### src/rtl/lsu_ram_ctrl.sv
// Load/store unit converting RV32I loads/stores into cycles on a word-wide async-read RAM.
// Optional LSU_ALIGN_CHECK_EN: flag misaligned/illegal accesses with ERR instead of coercing them.
module lsu_ram_ctrl #(
    parameter int RAM_DEPTH = 1024,
    parameter int XLEN      = 32
) (
    input  logic                         CLK,
    input  logic                         RSTa,
    input  logic                         REQ,
    input  logic                         WE,
    input  logic [2:0]                   FUNCT3,
    input  logic [31:0]                  ADDR,
    input  logic [XLEN-1:0]              WDATA,
    output logic                         READY,
    output logic                         DONE,
    output logic [XLEN-1:0]              RDATA,
    output logic                         ERR,
    output logic                         RAM_WR,
    output logic                         RAM_OE,
    output logic [$clog2(RAM_DEPTH)-1:0] RAM_ADDR,
    output logic [XLEN-1:0]              RAM_DIN,
    input  logic [XLEN-1:0]              RAM_DOUT
);

    localparam int AW = $clog2(RAM_DEPTH);

    typedef enum logic [2:0] {S_IDLE, S_LD, S_ST, S_RMW_RD, S_RMW_WR, S_RESP} state_t;

    state_t          state;
    logic [2:0]      funct3_q;
    logic [1:0]      off_q;
    logic [XLEN-1:0] wdata_q;

    logic [2:0]      dec_funct3;
    logic [1:0]      dec_off;
    logic            dec_err;
    logic            unused_addr;

    // Address bits above the RAM index are deliberately dropped so accesses wrap.
    assign unused_addr = ^ADDR[31:AW+2];

    always_comb begin
        dec_funct3 = FUNCT3;
        dec_off    = ADDR[1:0];
        dec_err    = 1'b0;
`ifdef LSU_ALIGN_CHECK_EN
        if (WE) begin
            case (FUNCT3)
                3'b000:  dec_err = 1'b0;
                3'b001:  dec_err = ADDR[0];
                3'b010:  dec_err = |ADDR[1:0];
                default: dec_err = 1'b1;
            endcase
        end else begin
            case (FUNCT3)
                3'b000, 3'b100: dec_err = 1'b0;
                3'b001, 3'b101: dec_err = ADDR[0];
                3'b010:         dec_err = |ADDR[1:0];
                default:        dec_err = 1'b1;
            endcase
        end
`else
        // Without checking, illegal encodings become full-word accesses and low bits are masked.
        if (WE) begin
            case (FUNCT3)
                3'b000:  dec_off = ADDR[1:0];
                3'b001:  dec_off = {ADDR[1], 1'b0};
                default: begin
                    dec_funct3 = 3'b010;
                    dec_off    = 2'b00;
                end
            endcase
        end else begin
            case (FUNCT3)
                3'b000, 3'b100: dec_off = ADDR[1:0];
                3'b001, 3'b101: dec_off = {ADDR[1], 1'b0};
                default: begin
                    dec_funct3 = 3'b010;
                    dec_off    = 2'b00;
                end
            endcase
        end
`endif
    end

    function automatic logic [XLEN-1:0] extract(input logic [XLEN-1:0] word,
                                                input logic [2:0] f3, input logic [1:0] off);
        logic [XLEN-1:0] sh;
        sh = word >> {off, 3'b000};
        case (f3)
            3'b000:  extract = {{(XLEN-8){sh[7]}}, sh[7:0]};
            3'b001:  extract = {{(XLEN-16){sh[15]}}, sh[15:0]};
            3'b100:  extract = {{(XLEN-8){1'b0}}, sh[7:0]};
            3'b101:  extract = {{(XLEN-16){1'b0}}, sh[15:0]};
            default: extract = word;
        endcase
    endfunction

    function automatic logic [XLEN-1:0] merge(input logic [XLEN-1:0] word, input logic [XLEN-1:0] data,
                                              input logic [2:0] f3, input logic [1:0] off);
        logic [XLEN-1:0] mask;
        logic [XLEN-1:0] ins;
        if (f3[0]) begin
            mask = XLEN'(32'h0000_FFFF) << {off[1], 4'b0000};
            ins  = XLEN'(data[15:0]) << {off[1], 4'b0000};
        end else begin
            mask = XLEN'(32'h0000_00FF) << {off, 3'b000};
            ins  = XLEN'(data[7:0]) << {off, 3'b000};
        end
        merge = (word & ~mask) | ins;
    endfunction

    // RAM_DIN doubles as the RMW merge buffer: the merged word is registered straight into it.
    always_ff @(posedge CLK) begin
        if (!RSTa) begin
            state    <= S_IDLE;
            funct3_q <= 3'b000;
            off_q    <= 2'b00;
            wdata_q  <= '0;
            RDATA    <= '0;
            READY    <= 1'b1;
            DONE     <= 1'b0;
            ERR      <= 1'b0;
            RAM_WR   <= 1'b0;
            RAM_OE   <= 1'b0;
            RAM_ADDR <= '0;
            RAM_DIN  <= '0;
        end else begin
            DONE   <= 1'b0;
            ERR    <= 1'b0;
            RAM_WR <= 1'b0;
            RAM_OE <= 1'b0;
            case (state)
                S_IDLE: begin
                    if (REQ) begin
                        funct3_q <= dec_funct3;
                        off_q    <= dec_off;
                        wdata_q  <= WDATA;
                        RAM_ADDR <= ADDR[AW+1:2];
                        READY    <= 1'b0;
                        if (dec_err) begin
                            state <= S_RESP;
                            DONE  <= 1'b1;
                            ERR   <= 1'b1;
                        end else if (!WE) begin
                            state  <= S_LD;
                            RAM_OE <= 1'b1;
                        end else if (dec_funct3 == 3'b010) begin
                            state   <= S_ST;
                            RAM_WR  <= 1'b1;
                            RAM_DIN <= WDATA;
                        end else begin
                            state  <= S_RMW_RD;
                            RAM_OE <= 1'b1;
                        end
                    end
                end
                S_LD: begin
                    RDATA <= extract(RAM_DOUT, funct3_q, off_q);
                    DONE  <= 1'b1;
                    state <= S_RESP;
                end
                S_ST: begin
                    DONE  <= 1'b1;
                    state <= S_RESP;
                end
                S_RMW_RD: begin
                    RAM_DIN <= merge(RAM_DOUT, wdata_q, funct3_q, off_q);
                    RAM_WR  <= 1'b1;
                    state   <= S_RMW_WR;
                end
                S_RMW_WR: begin
                    DONE  <= 1'b1;
                    state <= S_RESP;
                end
                S_RESP: begin
                    READY <= 1'b1;
                    state <= S_IDLE;
                end
                default: begin
                    READY <= 1'b1;
                    state <= S_IDLE;
                end
            endcase
        end
    end

endmodule

### config.mk
export PLATFORM = sky130hd
export DESIGN_NAME = lsu_ram_ctrl
export DESIGN_NICKNAME = d
export VERILOG_FILES = /design/src/rtl/lsu_ram_ctrl.sv
export SDC_FILE = /design/constraint.sdc
export NUM_CORES = 1
export LEC_CHECK = 0
export BUFFER_PORTS_ARGS = -buffer_cell sky130_fd_sc_hd__buf_4
export CAP_MARGIN = 40
export CORE_MARGIN = 3
export CORE_UTILIZATION = 38
export CTS_CLUSTER_SIZE = 25
export DETAILED_ROUTE_END_ITERATION = 6
export HOLD_SLACK_MARGIN = 0.02
export SYNTH_ARGS = -nofsm -noshare
export SYNTH_HDL_FRONTEND = slang
export SYNTH_SLANG_ARGS = --single-unit
### constraint.sdc
create_clock -name CLK -period 4.96 [get_ports CLK]
set_clock_uncertainty 0.2 [all_clocks]
set_input_delay 0.744 -clock CLK [delete_from_list [all_inputs] [get_ports CLK]]
set_output_delay 0.744 -clock CLK [all_outputs]
set_load 0.02 [all_outputs]
==> results.json <==
{
  "run_status": "complete, no violations",
  "cp.required_ns": 5.04,
  "syn_avg_cell_area_sq_um": 8.06,
  "dr.pass1.iters": 4,
  "p_int_mw": 1.54,
  "async_reset_ff_frac": 0,
  "r2r_slack_ns": 2.36,
  "setup_viol": 0,
  "fin_util": 0.529,
  "post_cts_resized": 0,
  "yosysTopAreaCell": "dfxtp_1",
  "synth.distinct_cells": 48,
  "cp-end-kind": "register",
  "start_util": 0.399,
  "synth_top_area_frac": 0.415,
  "grt.overflow.total": 0,
  "slew_violations": 0,
  "ys_top_cells_by_area": "dfxtp_1 (42%), a21oi_1 (8.4%), nand2_1 (7.8%)",
  "place_hpwl_mm": 12.6,
  "hold_start": "RAM_DIN[23]",
  "antenna_found_initial": 0,
  "die_x_um": 120,
  "slew_headroom": 0.417,
  "final.setup.tns_ns": 0,
  "cts_hold_buffers": 0,
  "maxCapViolations": 0,
  "clk_pin_slew_ns": 0.07,
  "hold_depth": 2,
  "ant_nets": 0,
  "dieArea_sq_mm": 0.0143,
  "crit_fanout": 35,
  "syn_area_sq_mm": 0.00492,
  "synthTopCellsByCount": "dfxtp_1 (102), nand2_1 (102), a21oi_1 (83)",
  "r2r_end": "RAM_DIN[18]",
  "grt_pass1_wl_mm": 26.7,
  "max_freq_mhz": 384,
  "max-vdd-ir-drop_mv": 0.162,
  "grtUsageMet1": 0.324,
  "synth-edff-count": 0,
  "switching_power_mw": 0.690,
  "powerDensity_mw_per_mm2": 342,
  "cts_buffer_depth": 2,
  "min_to": "RAM_DIN[23]",
  "synth-main-ff-cell": "dfxtp_1",
  "gr-usage-met2": 0.364,
  "hold_ws_ns": 0.250,
  "grt_max_degree": 57,
  "ys_seq_area_frac": 0.415,
  "wl_per_cell_um": 19.0,
  "io_pins": 182,
  "netlist_instances": 610,
  "cts_tree": "built",
  "nets": 841,
  "seqPwrFrac": 0.432,
  "combPwrFrac": 0.243,
  "gp_congestion": 0.932,
  "start_kind": "register",
  "ys_ff_latch": 102,
  "fin_crit_ns": 2.60,
  "grt_usage": 0.237,
  "core-area_sq_mm": 0.0123,
  "clock_latency_ns": 0.35,
  "cp_data_arrival_time_ns": 2.68,
  "yosys_warnings": 0,
  "syn_to_final_growth_pct": 32.5,
  "htreeDepth": 3,
  "rows": 40,
  "clock_sinks": 102,
  "dp_cells": 895,
  "fin_crit_sh": 0.525,
  "rsz0062_at_grt": "false",
  "fin_cells": 911,
  "worstSetupPathType": "register to register",
  "drc": 0,
  "drt-initial-drc-count": 409,
  "clock-root-buffer": "clkbuf_16",
  "io_buffers": 160,
  "die-height_um": 120,
  "rr_worst_depth": 5,
  "met3_usage": 0.0589,
  "n_antenna_cell": 0,
  "clock_power_share": 0.324,
  "vias_per_cell": 5.60,
  "grt_pass1_vias": 4780,
  "timing.rr.start": "state[0]",
  "busiest_layer": "met2",
  "drive_above_1_share": 0.273,
  "postCtsSetupBuffers": 0,
  "tightest_slew_ns": 0.875,
  "numCtsBuffers": 9,
  "synth_nets": 713,
  "hold_class": "register to register",
  "power.total_mw": 2.23,
  "wl_mm": 17.4,
  "power_leakage_nw": 2.76,
  "hold_viol_final": 0,
  "num_vias": 5099,
  "switching_share": 0.309
}
==> cells by family (layout without fill, tap and decap cells) <==
logic type / count (synthesis) / after routing / share of synthesized area
xor gates and xnor gates: 1 / 1 / 0.00178
muxes: 21 / 21 / 0.0496
other: 1 / 1 / 0.000763
and+or+nand+nor: 162 / 162 / 0.153
DFF: 102 / 102 / 0.415
buffers and inverters: 67 / 200 / 0.0590
AOI/OAI and AO/OA: 256 / 256 / 0.321
==> registers in the layout, indices dropped and copies added, names as in the netlist <==
signal    count
DONE          1
RAM_OE        1
wdata_q      16
funct3_q      3
RAM_WR        1
RAM_DIN      32
READY         1
state         3
RAM_ADDR     10
RDATA        32
off_q         2
==> metrics by stage <==
step	area (sq um)	setup slack (ns)
2_1_floorplan	4920	2.68
3_3_place_gp	6190	2.10
3_5_place_dp	6210	2.02
4_1_cts	6520	2.36
5_1_grt	6520	2.14
6_report	6520	2.36
==> cell type report <==
class	instances	area, sq um
timing repair buffer	173	1310
clock inverter	3	42.5
sequential	102	2040
tap	168	210
multi-input combinational	441	2610
clock buffer	13	260
fill	1225	5790
inverter	11	41.3
==> power by group through the flow <==
stage          registers [mW]  clock network (mW)  logic, mW
3_3_place_gp            0.981                   0      0.530
2_1_floorplan            1.04                   0      0.231
5_1_grt                 0.975               0.775      0.587
4_1_cts                 0.965               0.739      0.545
6_report                0.965               0.724      0.543
3_5_place_dp            0.982                   0      0.543
==> placed cells by master, fill, tap and decap left out, drive strengths merged, types with 8 or more instances in the layout <==
cell type / count
a211oi: 18
a21oi: 83
a221oi: 8
a22o: 8
a22oi: 16
and3: 10
buf: 173
clkbuf: 13
dfxtp: 102
inv: 10
mux2i: 12
nand2: 102
nand3: 12
nor2: 13
nor3b: 9
o21a: 9
o21ai: 84
o221ai: 9
==> critical path: stages, from the launching register on <==
cell,delay [ns]
dfxtp_1,0.41
or4b_1,0.53
buf_4,0.26
o22ai_2,0.71
o21ai_0,0.21
o21ai_0,0.20
==> worst max path at each step <==
stage,startpoint,to,cells after the start
2_1_floorplan,RSTa,RAM_DIN[11],6
3_3_place_gp,REQ,RAM_DIN[17],6
3_5_place_dp,REQ,RAM_DIN[18],6
4_1_cts,state[0],RAM_DIN[18],5
5_1_grt,state[0],RAM_DIN[3],5
6_report,state[0],RAM_DIN[18],5
==> per-layer routing <==
metal	part of all wire	wire, um	up-vias
met1	0.45	7780	2408
li1	-	-	2465
met2	0.46	7920	197
met4	0.022	386	0
met3	0.073	1260	29
met5	0	0	-
Power figures use the tool's default switching activity.
